$ cat config.mk
export PLATFORM = sky130hd
export DESIGN_NAME = bpu_btb_predictor_flat
export DESIGN_NICKNAME = d
export VERILOG_FILES = /design/src/rtl/bpu_btb_predictor_pkg.sv /design/src/rtl/bpu_btb_predictor_if.sv /design/src/rtl/bpu_sat_ctr.sv /design/src/rtl/bpu_btb_predictor.sv /design/src/flat_wrapper.sv
export SDC_FILE = /design/constraint.sdc
export NUM_CORES = 1
export LEC_CHECK = 0
export CAP_MARGIN = 0
export CORE_AREA = 2 2 267 269
export CTS_CLUSTER_SIZE = 25
export DETAILED_ROUTE_END_ITERATION = 7
export DIE_AREA = 0 0 269 271
export PLACE_DENSITY = 0.79
export SYNTH_ARGS = -nofsm -noshare
export SYNTH_HDL_FRONTEND = slang
export SYNTH_SLANG_ARGS = --single-unit
export TNS_END_PERCENT = 30
$ cat constraint.sdc
create_clock -name clk -period 6.2 [get_ports clk]
set_clock_uncertainty 0.2 [all_clocks]
set_input_delay 1.55 -clock clk [delete_from_list [all_inputs] [get_ports clk]]
set_output_delay 1.55 -clock clk [all_outputs]
set_load 0.005 [all_outputs]
$ cat src/rtl/bpu_btb_predictor_pkg.sv
// bpu_btb_predictor_pkg: shared constants, counter encoding and resolved-branch bus layout
package bpu_btb_predictor_pkg;
    localparam int BRESULT_WD = 68;
    localparam int BPU_ENTRIES = 16;
    localparam int UPD_PC_LSB = 36;
    localparam int UPD_COUNT_LSB = 34;
    localparam int UPD_IS_BRANCH = 33;
    localparam int UPD_TAKEN = 32;
    typedef enum logic [1:0] {
        CTR_SNT = 2'b00,
        CTR_WNT = 2'b01,
        CTR_WT  = 2'b10,
        CTR_ST  = 2'b11
    } ctr_e;
    typedef struct packed {
        logic [31:0] pc;
        logic [1:0]  count;
        logic        is_branch;
        logic        taken;
        logic [31:0] target;
    } bresult_t;
endpackage

$ cat src/rtl/bpu_btb_predictor_if.sv
// bpu_btb_predictor_if: fetch lookup, prediction result and EXE training bus
interface bpu_btb_predictor_if;
    logic                                         lk_valid;
    logic [31:0]                                  lk_pc;
    logic                                         lk_hold;
    logic                                         flush;
    logic                                         bpu_valid;
    logic                                         bpu_taken;
    logic [31:0]                                  bpu_target;
    logic [1:0]                                   bpu_count;
    logic                                         upd_valid;
    logic [bpu_btb_predictor_pkg::BRESULT_WD-1:0] upd_bus;
    modport master (
        output lk_valid, lk_pc, lk_hold, flush, upd_valid, upd_bus,
        input  bpu_valid, bpu_taken, bpu_target, bpu_count
    );
    modport slave (
        input  lk_valid, lk_pc, lk_hold, flush, upd_valid, upd_bus,
        output bpu_valid, bpu_taken, bpu_target, bpu_count
    );
endinterface

$ cat src/rtl/bpu_sat_ctr.sv
// bpu_sat_ctr: 2-bit saturating counter next state
module bpu_sat_ctr
    import bpu_btb_predictor_pkg::*;
(
    input  ctr_e ctr,
    input  logic taken,
    output ctr_e nxt
);
    always_comb
        nxt = taken ? ((ctr == CTR_ST) ? CTR_ST : ctr_e'(ctr + 2'd1))
                    : ((ctr == CTR_SNT) ? CTR_SNT : ctr_e'(ctr - 2'd1));
endmodule

$ cat src/rtl/bpu_btb_predictor.sv
// bpu_btb_predictor: direct-mapped BTB with 2-bit counters, one-cycle registered lookup
module bpu_btb_predictor
    import bpu_btb_predictor_pkg::*;
#(
    parameter int ENTRIES = BPU_ENTRIES,
    parameter int IDX_W = $clog2(ENTRIES)
) (
    input logic                 clk,
    input logic                 reset,
    bpu_btb_predictor_if.slave  bus
);
    localparam int TAG_W = 30 - IDX_W;
    logic [ENTRIES-1:0] vld;
    logic [TAG_W-1:0]   tag [ENTRIES];
    logic [29:0]        tgt [ENTRIES];
    ctr_e               ctr [ENTRIES];
    bresult_t           u;
    logic [IDX_W-1:0]   lk_idx, u_idx;
    logic [TAG_W-1:0]   lk_tag, u_tag;
    logic               lk_hit, u_hit, h;
    ctr_e               ctr_nxt;
    logic               unused;
    assign u      = bus.upd_bus;
    assign lk_idx = bus.lk_pc[IDX_W+1:2];
    assign lk_tag = bus.lk_pc[31:IDX_W+2];
    assign u_idx  = u.pc[IDX_W+1:2];
    assign u_tag  = u.pc[31:IDX_W+2];
    assign lk_hit = vld[lk_idx] & (tag[lk_idx] == lk_tag);
    assign u_hit  = vld[u_idx] & (tag[u_idx] == u_tag);
    assign h      = bus.lk_valid & lk_hit;
    // the count carried on the bus is only informational; training uses the stored counter
    assign unused = ^{bus.lk_pc[1:0], u.count, u.pc[1:0], u.target[1:0]};
    bpu_sat_ctr u_sat (
        .ctr   (ctr[u_idx]),
        .taken (u.taken),
        .nxt   (ctr_nxt)
    );
    always_ff @(posedge clk) begin
        if (reset) begin
            vld <= '0;
            for (int i = 0; i < ENTRIES; i++) ctr[i] <= CTR_SNT;
        end else if (bus.upd_valid) begin
            if (u.is_branch && u_hit) ctr[u_idx] <= ctr_nxt;
            else if (u.is_branch && u.taken) begin
                vld[u_idx] <= 1'b1;
                ctr[u_idx] <= CTR_WT;
            end else if (!u.is_branch && u_hit) vld[u_idx] <= 1'b0;
        end
    end
    // tag/target need no reset: they are qualified by vld
    always_ff @(posedge clk) begin
        if (!reset && bus.upd_valid && u.is_branch && u.taken) begin
            tgt[u_idx] <= u.target[31:2];
            if (!u_hit) tag[u_idx] <= u_tag;
        end
    end
    always_ff @(posedge clk) begin
        if (reset || bus.flush) begin
            bus.bpu_valid  <= 1'b0;
            bus.bpu_taken  <= 1'b0;
            bus.bpu_target <= '0;
            bus.bpu_count  <= '0;
        end else if (!bus.lk_hold) begin
            bus.bpu_valid  <= h;
            bus.bpu_taken  <= h & ctr[lk_idx][1];
            bus.bpu_target <= h ? {tgt[lk_idx], 2'b00} : 32'h0;
            bus.bpu_count  <= h ? 2'(ctr[lk_idx]) : 2'b00;
        end
    end
endmodule
$ cat src/flat_wrapper.sv
// flat-port wrapper written by rule: the top's interface ports become plain ports
module bpu_btb_predictor_flat import bpu_btb_predictor_pkg::*;
#(
    parameter int ENTRIES = BPU_ENTRIES,
    parameter int IDX_W = $clog2(ENTRIES)
)
  (clk, reset, bus_lk_valid, bus_lk_pc, bus_lk_hold, bus_flush, bus_upd_valid, bus_upd_bus, bus_bpu_valid, bus_bpu_taken, bus_bpu_target, bus_bpu_count);
  bpu_btb_predictor_if bus_i ();
  input logic clk;
  input logic reset;
  input wire logic [$bits(bus_i.lk_valid)-1:0] bus_lk_valid;
  input wire logic [$bits(bus_i.lk_pc)-1:0] bus_lk_pc;
  input wire logic [$bits(bus_i.lk_hold)-1:0] bus_lk_hold;
  input wire logic [$bits(bus_i.flush)-1:0] bus_flush;
  input wire logic [$bits(bus_i.upd_valid)-1:0] bus_upd_valid;
  input wire logic [$bits(bus_i.upd_bus)-1:0] bus_upd_bus;
  output wire logic [$bits(bus_i.bpu_valid)-1:0] bus_bpu_valid;
  output wire logic [$bits(bus_i.bpu_taken)-1:0] bus_bpu_taken;
  output wire logic [$bits(bus_i.bpu_target)-1:0] bus_bpu_target;
  output wire logic [$bits(bus_i.bpu_count)-1:0] bus_bpu_count;
  assign bus_i.lk_valid = bus_lk_valid;
  assign bus_i.lk_pc = bus_lk_pc;
  assign bus_i.lk_hold = bus_lk_hold;
  assign bus_i.flush = bus_flush;
  assign bus_i.upd_valid = bus_upd_valid;
  assign bus_i.upd_bus = bus_upd_bus;
  assign bus_bpu_valid = bus_i.bpu_valid;
  assign bus_bpu_taken = bus_i.bpu_taken;
  assign bus_bpu_target = bus_i.bpu_target;
  assign bus_bpu_count = bus_i.bpu_count;
  bpu_btb_predictor #(.ENTRIES(ENTRIES), .IDX_W(IDX_W)) u_core (.clk(clk), .reset(reset), .bus(bus_i));
endmodule
== Yosys cells after proc, flatten, opt, wreduce, memory -nomap -nowiden ==
Memory sizes are Yosys's and may differ from the RTL's.
Cells that the tools add are included.

* Add/subtract/negate cells: 2
* Order comparisons: 3
* Equal/unequal tests: 3
* Muxes and demuxes: 33
* Bitwise operators: 9
* Reductions and logical operators: 14

{| class="wikitable"
|+ Operators by type and width
! cell !! number
|-
| == test 26 bit || 2
|-
| 2-to-1 mux 16 bit || 2
|-
| 2-to-1 mux 32 bit || 1
|-
| 2-to-1 mux 1 bit || 20
|-
| AND 16 bit || 1
|-
| NOT 16 bit || 1
|-
| bitwise OR 16 bit || 1
|-
| 2-to-1 mux 2 bit || 6
|-
| less-than comparator 4 x 5 -> 1 bit (second input constant) || 2
|-
| binary-select mux 1 bit (select 4 bit) || 2
|-
| logical AND 1 bit || 7
|-
| AND 1 bit || 4
|-
| demux 1 bit (select 4 bit) || 1
|-
| greater-or-equal comparator 4 x 1 -> 1 bit (second input constant) || 1
|-
| 2-to-1 mux 4 bit || 1
|-
| AND reduction 3 bit || 1
|-
| adder 2 x 1 -> 2 bit (second input constant) || 1
|-
| == test 2 bit (second input constant) || 1
|-
| logical NOT 1 bit || 2
|-
| logical NOT 2 bit || 1
|-
| nonzero test 2 bit || 1
|-
| OR reduction 2 bit || 1
|-
| subtractor 2 x 1 -> 2 bit (second input constant) || 1
|-
| logical OR 1 bit || 1
|-
| 2 further kinds || 2
|}

* Flip-flop bits (word level): 52
* Memory bits (writable): 928
* Input port bits: 106
* Output and inout bits: 36
* Logic and storage cells: 72
* Memories kept: 3

{| class="wikitable"
|+ Memories
! name !! words !! width !! read ports !! clocked after memory_dff !! wr ports !! RTL line !! source
|-
| u_core.tgt || 16 || 30 || 1 || 0 || 1 || bpu_btb_predictor.sv:15 || <nowiki>logic [29:0] tgt [ENTRIES];</nowiki>
|-
| u_core.tag || 16 || 26 || 2 || 0 || 1 || bpu_btb_predictor.sv:14 || <nowiki>logic [TAG_W-1:0] tag [ENTRIES];</nowiki>
|-
| u_core.ctr || 16 || 2 || 2 || 0 || 16 || bpu_btb_predictor.sv:16 || <nowiki>ctr_e ctr [ENTRIES];</nowiki>
|}

== Longest topological paths before layout ==
* Depth after elaboration: 11
* Mapped depth: 16
* Depth with buffers taken out: 9

== By module ==
Synthesis repeated with hierarchy kept, for this count alone.

* Cell total of the unflattened synthesis: 2071
* Area total of the unflattened synthesis: 41975.3 um^2

{| class="wikitable"
|+ Modules (own cells, without submodules)
! module !! times used !! cells each !! area an instance (um^2) !! seq. area each (um^2)
|-
| bpu_btb_predictor || 1 || 2068 || 41949.0 || 28847.7
|-
| bpu_sat_ctr || 1 || 3 || 26.3 || 0.0
|}

== Worst setup path before layout ==
No wires, ideal clock.

* Path kind: in2reg
* Start point: in bus_upd_bus[40]
* End point: mem u_core.tag[14][0] in the netlist's numbering (enable)
* Library setup time: 409 ps
* Data arrival time: 4863 ps
* Required time: 5591 ps
* Slack: 728 ps
* Stages on the path: 14
* Path through: buf_4 buf_2 buf_1 mux4_2 mux2i_1 xor2_1 nand4_1 o32ai_1 o211ai_1 or3_1 buf_6 nand2_1 buf_2 nor2_1

* Cells in the longest elaborated chain, start to end: 6
* Elaborated cells on any way between the ends: 8
* Those cells by class: eq/ne (1); mux (5); bitwise (1); memory (1)

{| class="wikitable"
|+ Ends and longest elaborated chain
! item !! RTL line !! source
|-
| start: declaration || flat_wrapper.sv:16 || <nowiki>input wire logic [$bits(bus_i.upd_bus)-1:0] bus_upd_bus;</nowiki>
|-
| memory (16 x 26 bit) / binary-select mux 1 bit (select 4 bit) (equally long branches) || n/a ||
|-
| == test 26 bit / 2-to-1 mux 1 bit (equally long branches) || bpu_btb_predictor.sv:29 || <nowiki>assign u_hit = vld[u_idx] & (tag[u_idx] == u_tag);</nowiki>
|-
| AND 1 bit || bpu_btb_predictor.sv:29 ||
|-
| 2-to-1 mux 1 bit || bpu_btb_predictor.sv:54 || <nowiki>if (!u_hit) tag[u_idx] <= u_tag;</nowiki>
|-
| 2-to-1 mux 1 bit || bpu_btb_predictor.sv:52 || <nowiki>if (!reset && bus.upd_valid && u.is_branch && u.taken) begin</nowiki>
|-
| 2-to-1 mux 1 bit (implied by the code) || bpu_btb_predictor.sv:54 ||
|-
| end: declaration || bpu_btb_predictor.sv:14 ||
|}

Parallel ways exist; a longest one is shown, timed or not. The select of a mux whose other input is x is not followed.

==> results_dict.tcl <==
set metrics [dict create \
    reg2reg_depth 12 \
    routed_wirelength_um 111000 \
    worstHoldStart "u_core.bus.bpu_target[16]" \
    critPathArrivalTime_ns 5.53 \
    gp_congestion 0.894 \
    avgRoutedWirePerCell_um 33.7 \
    worst_pin_slew_ns 1.09 \
    setup_viol 0 \
    postSynthCellCount 2049 \
    drtIter0Drc 3556 \
    regToRegStartpoint "u_core.tag[15][12]" \
    cp_top_family "compound AO/OA/AOI/OAI gates" \
    post_cts_resized 0 \
    final_cell_area_um2 48600 \
    critPathBufInv 4 \
    maxSlewHeadroom 0.269 \
    placed_cell_area_um2 45500 \
    fillCellCount 4103 \
    final_cell_mix "edfxtp_1, mux4_2, clkdlybuf4s50_1" \
    slowest_delay_ns 0.57 \
    grt_pass1_vias 24348 \
    endpoint_kind "flip-flop" \
    start_util 0.605 \
    htreeDepth 3 \
    p_leak_nw 15.4 \
    crit_chain "clkbuf_8 -> buf_4 -> mux4_2 -> mux2i_1 -> xor2_1 -> nand3_1 -> o31ai_1 -> o211ai_1 -> or3_1 -> buf_4 -> a21oi_4 -> buf_12 -> a21o_1" \
    cp_common_cell "buf_4" \
    ir_worst_vdd_mv 0.222 \
    synth_top_family_by_area "multiplexers" \
    timing.critical_path.from "bus_upd_bus[38]" \
    numCtsBuffers 97 \
    ys_seq_area_frac 0.683 \
    seqCellArea_um2 28800 \
    die_x_um 269 \
    hold_ws_ns 0.264 \
    syn2layout_area_growth_pct 15.0 \
    dp_hpwl_um 61900 \
    clkSinkCount 977 \
    rows 97 \
    async_reset_ff_frac 0 \
    antenna_found_initial 6 \
    final_common_cell "edfxtp_1" \
    ys.flop_type "edfxtp_1" \
    timing.final.max_slew_violations 0 \
    grt.overflow.total 0 \
    die_h_um 271 \
    total_power_mw 14.0 \
    fin_tns_setup_ns 0 \
    hold_violations 0 \
    core_area_um2 69800 \
    min_period_over_period 0.867 \
    grt_usage 0.312 \
    grt_max_degree 132 \
    min_to "u_core.bus.bpu_target[16]" \
    drive_gt1_frac 0.307 \
    p_per_area_nw_per_um2 287 \
    hold_class "reg2reg" \
    r2r_end "u_core.ctr[5][0]" \
    hold_path_depth 1 \
    clkTransAtPathRegs_ns 0.06 \
    cpMaxStageDelayCell "o31ai_1" \
    synthAdderAreaFrac 0.000237 \
    final_core_util 0.697 \
    cp_max_fo 36 \
    crit_required_ns 6.35 \
    synth-xor-area-share 0.0106 \
    yosysWarnings 0 \
    synth_compound_area_frac 0.0332 \
    cts_tree "built" \
    rsz0062_at_grt "no" \
    cts_setup_buffers 0 \
    grt_pass1_wl_um 162000 \
    portBuffers 131 \
    clockBufferDepth 3 \
    muxShareOfSynthArea 0.230 \
    ff2ff_setup_slack_ns 2.03 \
    hold_buffers 0 \
    ys_types 69 \
    layout_min_cycle_time_ns 5.38 \
    drc_errors 0 \
    synth_edf_count 928 \
    path_class "in2reg" \
    dr_total_vias 23528 \
    ant_nets 0 \
    ys_ff_latch 977 \
    maxCapViolCount 0 \
    die-area_um2 72900 \
    worstSetupStartpointType "input port" \
    routed_via_density 7.17 \
    cts_root_buf "clkbuf_16" \
    synth-simple-area-share 0.0232 \
    max_freq_ghz 0.186 \
    syn_avg_cell_area_um2 20.6 \
    ioPinCount 142 \
    nets 2361 \
    status "finished, final reports clean" \
    syn_area_um2 42300 \
    drt_pass1_iterations 6 \
    clkLatencyLatePin_ns 0.66 \
    multi_input_area_um2 12800 \
]
[worst max-delay path by stage]
stage	endpoint	slack (ns)	cells past startpoint
floorplan	u_core.tag[14][0]	0.73	14
global placement	u_core.ctr[5][0]	0.35	13
detailed placement	u_core.ctr[5][0]	0.22	13
CTS	u_core.ctr[5][0]	0.92	13
global route	flip-flop	0.71	12
finish	u_core.ctr[5][0]	0.82	13
[registers in the layout, summed over array words and instances (netlist names), named ones only]
signal / cells
u_core.bus.bpu_target: 30
u_core.ctr: 32
u_core.tgt: 480
u_core.bus.bpu_count: 1
u_core.tag: 416
u_core.bus.bpu_taken: 1
u_core.bus.bpu_valid: 1
[logic make-up after synthesis]
| group | Yosys count |
|---|---|
| xor+xnor | 51 |
| flops | 977 |
| buf+inv | 152 |
| fa+ha+maj | 1 |
| compound gates | 176 |
| simple gates | 204 |
| other cells | 1 |
| mux | 487 |
[synth_stat cells, types with 9 or more instances]
cell type,instances,share of area
clkbuf_1,65,0.0058
a22oi_1,13,0.0023
dfxtp_1,49,0.023
mux2_2,16,0.0043
nor2_1,79,0.0070
a32o_1,32,0.0076
a31oi_1,17,0.0025
nand3_1,17,0.0020
buf_2,27,0.0032
nor3_1,9,0.0011
mux4_2,386,0.21
a21o_1,19,0.0034
o22ai_1,10,0.0015
buf_6,19,0.0051
nor2b_1,14,0.0021
mux2i_1,85,0.020
inv_1,10,0.00089
nor2_2,11,0.0016
buf_1,15,0.0013
xor2_1,25,0.0052
buf_4,10,0.0018
edfxtp_1,928,0.66
a211oi_1,22,0.0039
xnor2_1,26,0.0054
nand2_1,38,0.0034
[report_power, final]
group | internal [mW] | switching (mW)
combinational | 0.437 | 0.530
clock | 3.23 | 2.49
sequential | 7.25 | 0.0150
total | 10.9 | 3.04
[through the flow]
stage	instances	setup slack, ns
after global placement	3096	0.350
after CTS	3278	0.918
after floorplan	2050	0.728
final	3282	0.825
after global routing	3281	0.711
after detailed placement	3096	0.222
[cell type report]
cell class	instances	share of cell area
antenna	4	0.000206
clock buffer	127	0.0535
clock inverter	55	0.0105
inverter	12	0.000927
multi-input combinational	921	0.264
sequential	977	0.593
tap	940	0.0242
timing repair buffer	246	0.0536
[worst reg2reg max path: stages, from the launching register on]
cell and delay, ns:
edfxtp_1 0.38, mux4_2 0.50, mux2i_1 0.21, xor2_1 0.17, buf_4 0.18, nand3_1 0.13
o31ai_1 0.57, o211ai_1 0.26, or3_1 0.49, buf_4 0.24, a21oi_4 0.19, buf_12 0.17
a21o_1 0.20
[metal layers]
layer,share of wire,global-route usage,vias up
li1,-,-,9193
met5,0.00024,0,-
met3,0.12,0.0686,340
met2,0.49,0.492,1803
met4,0.041,0.130,4
met1,0.35,0.428,12188
Power figures use the tool's default switching activity.
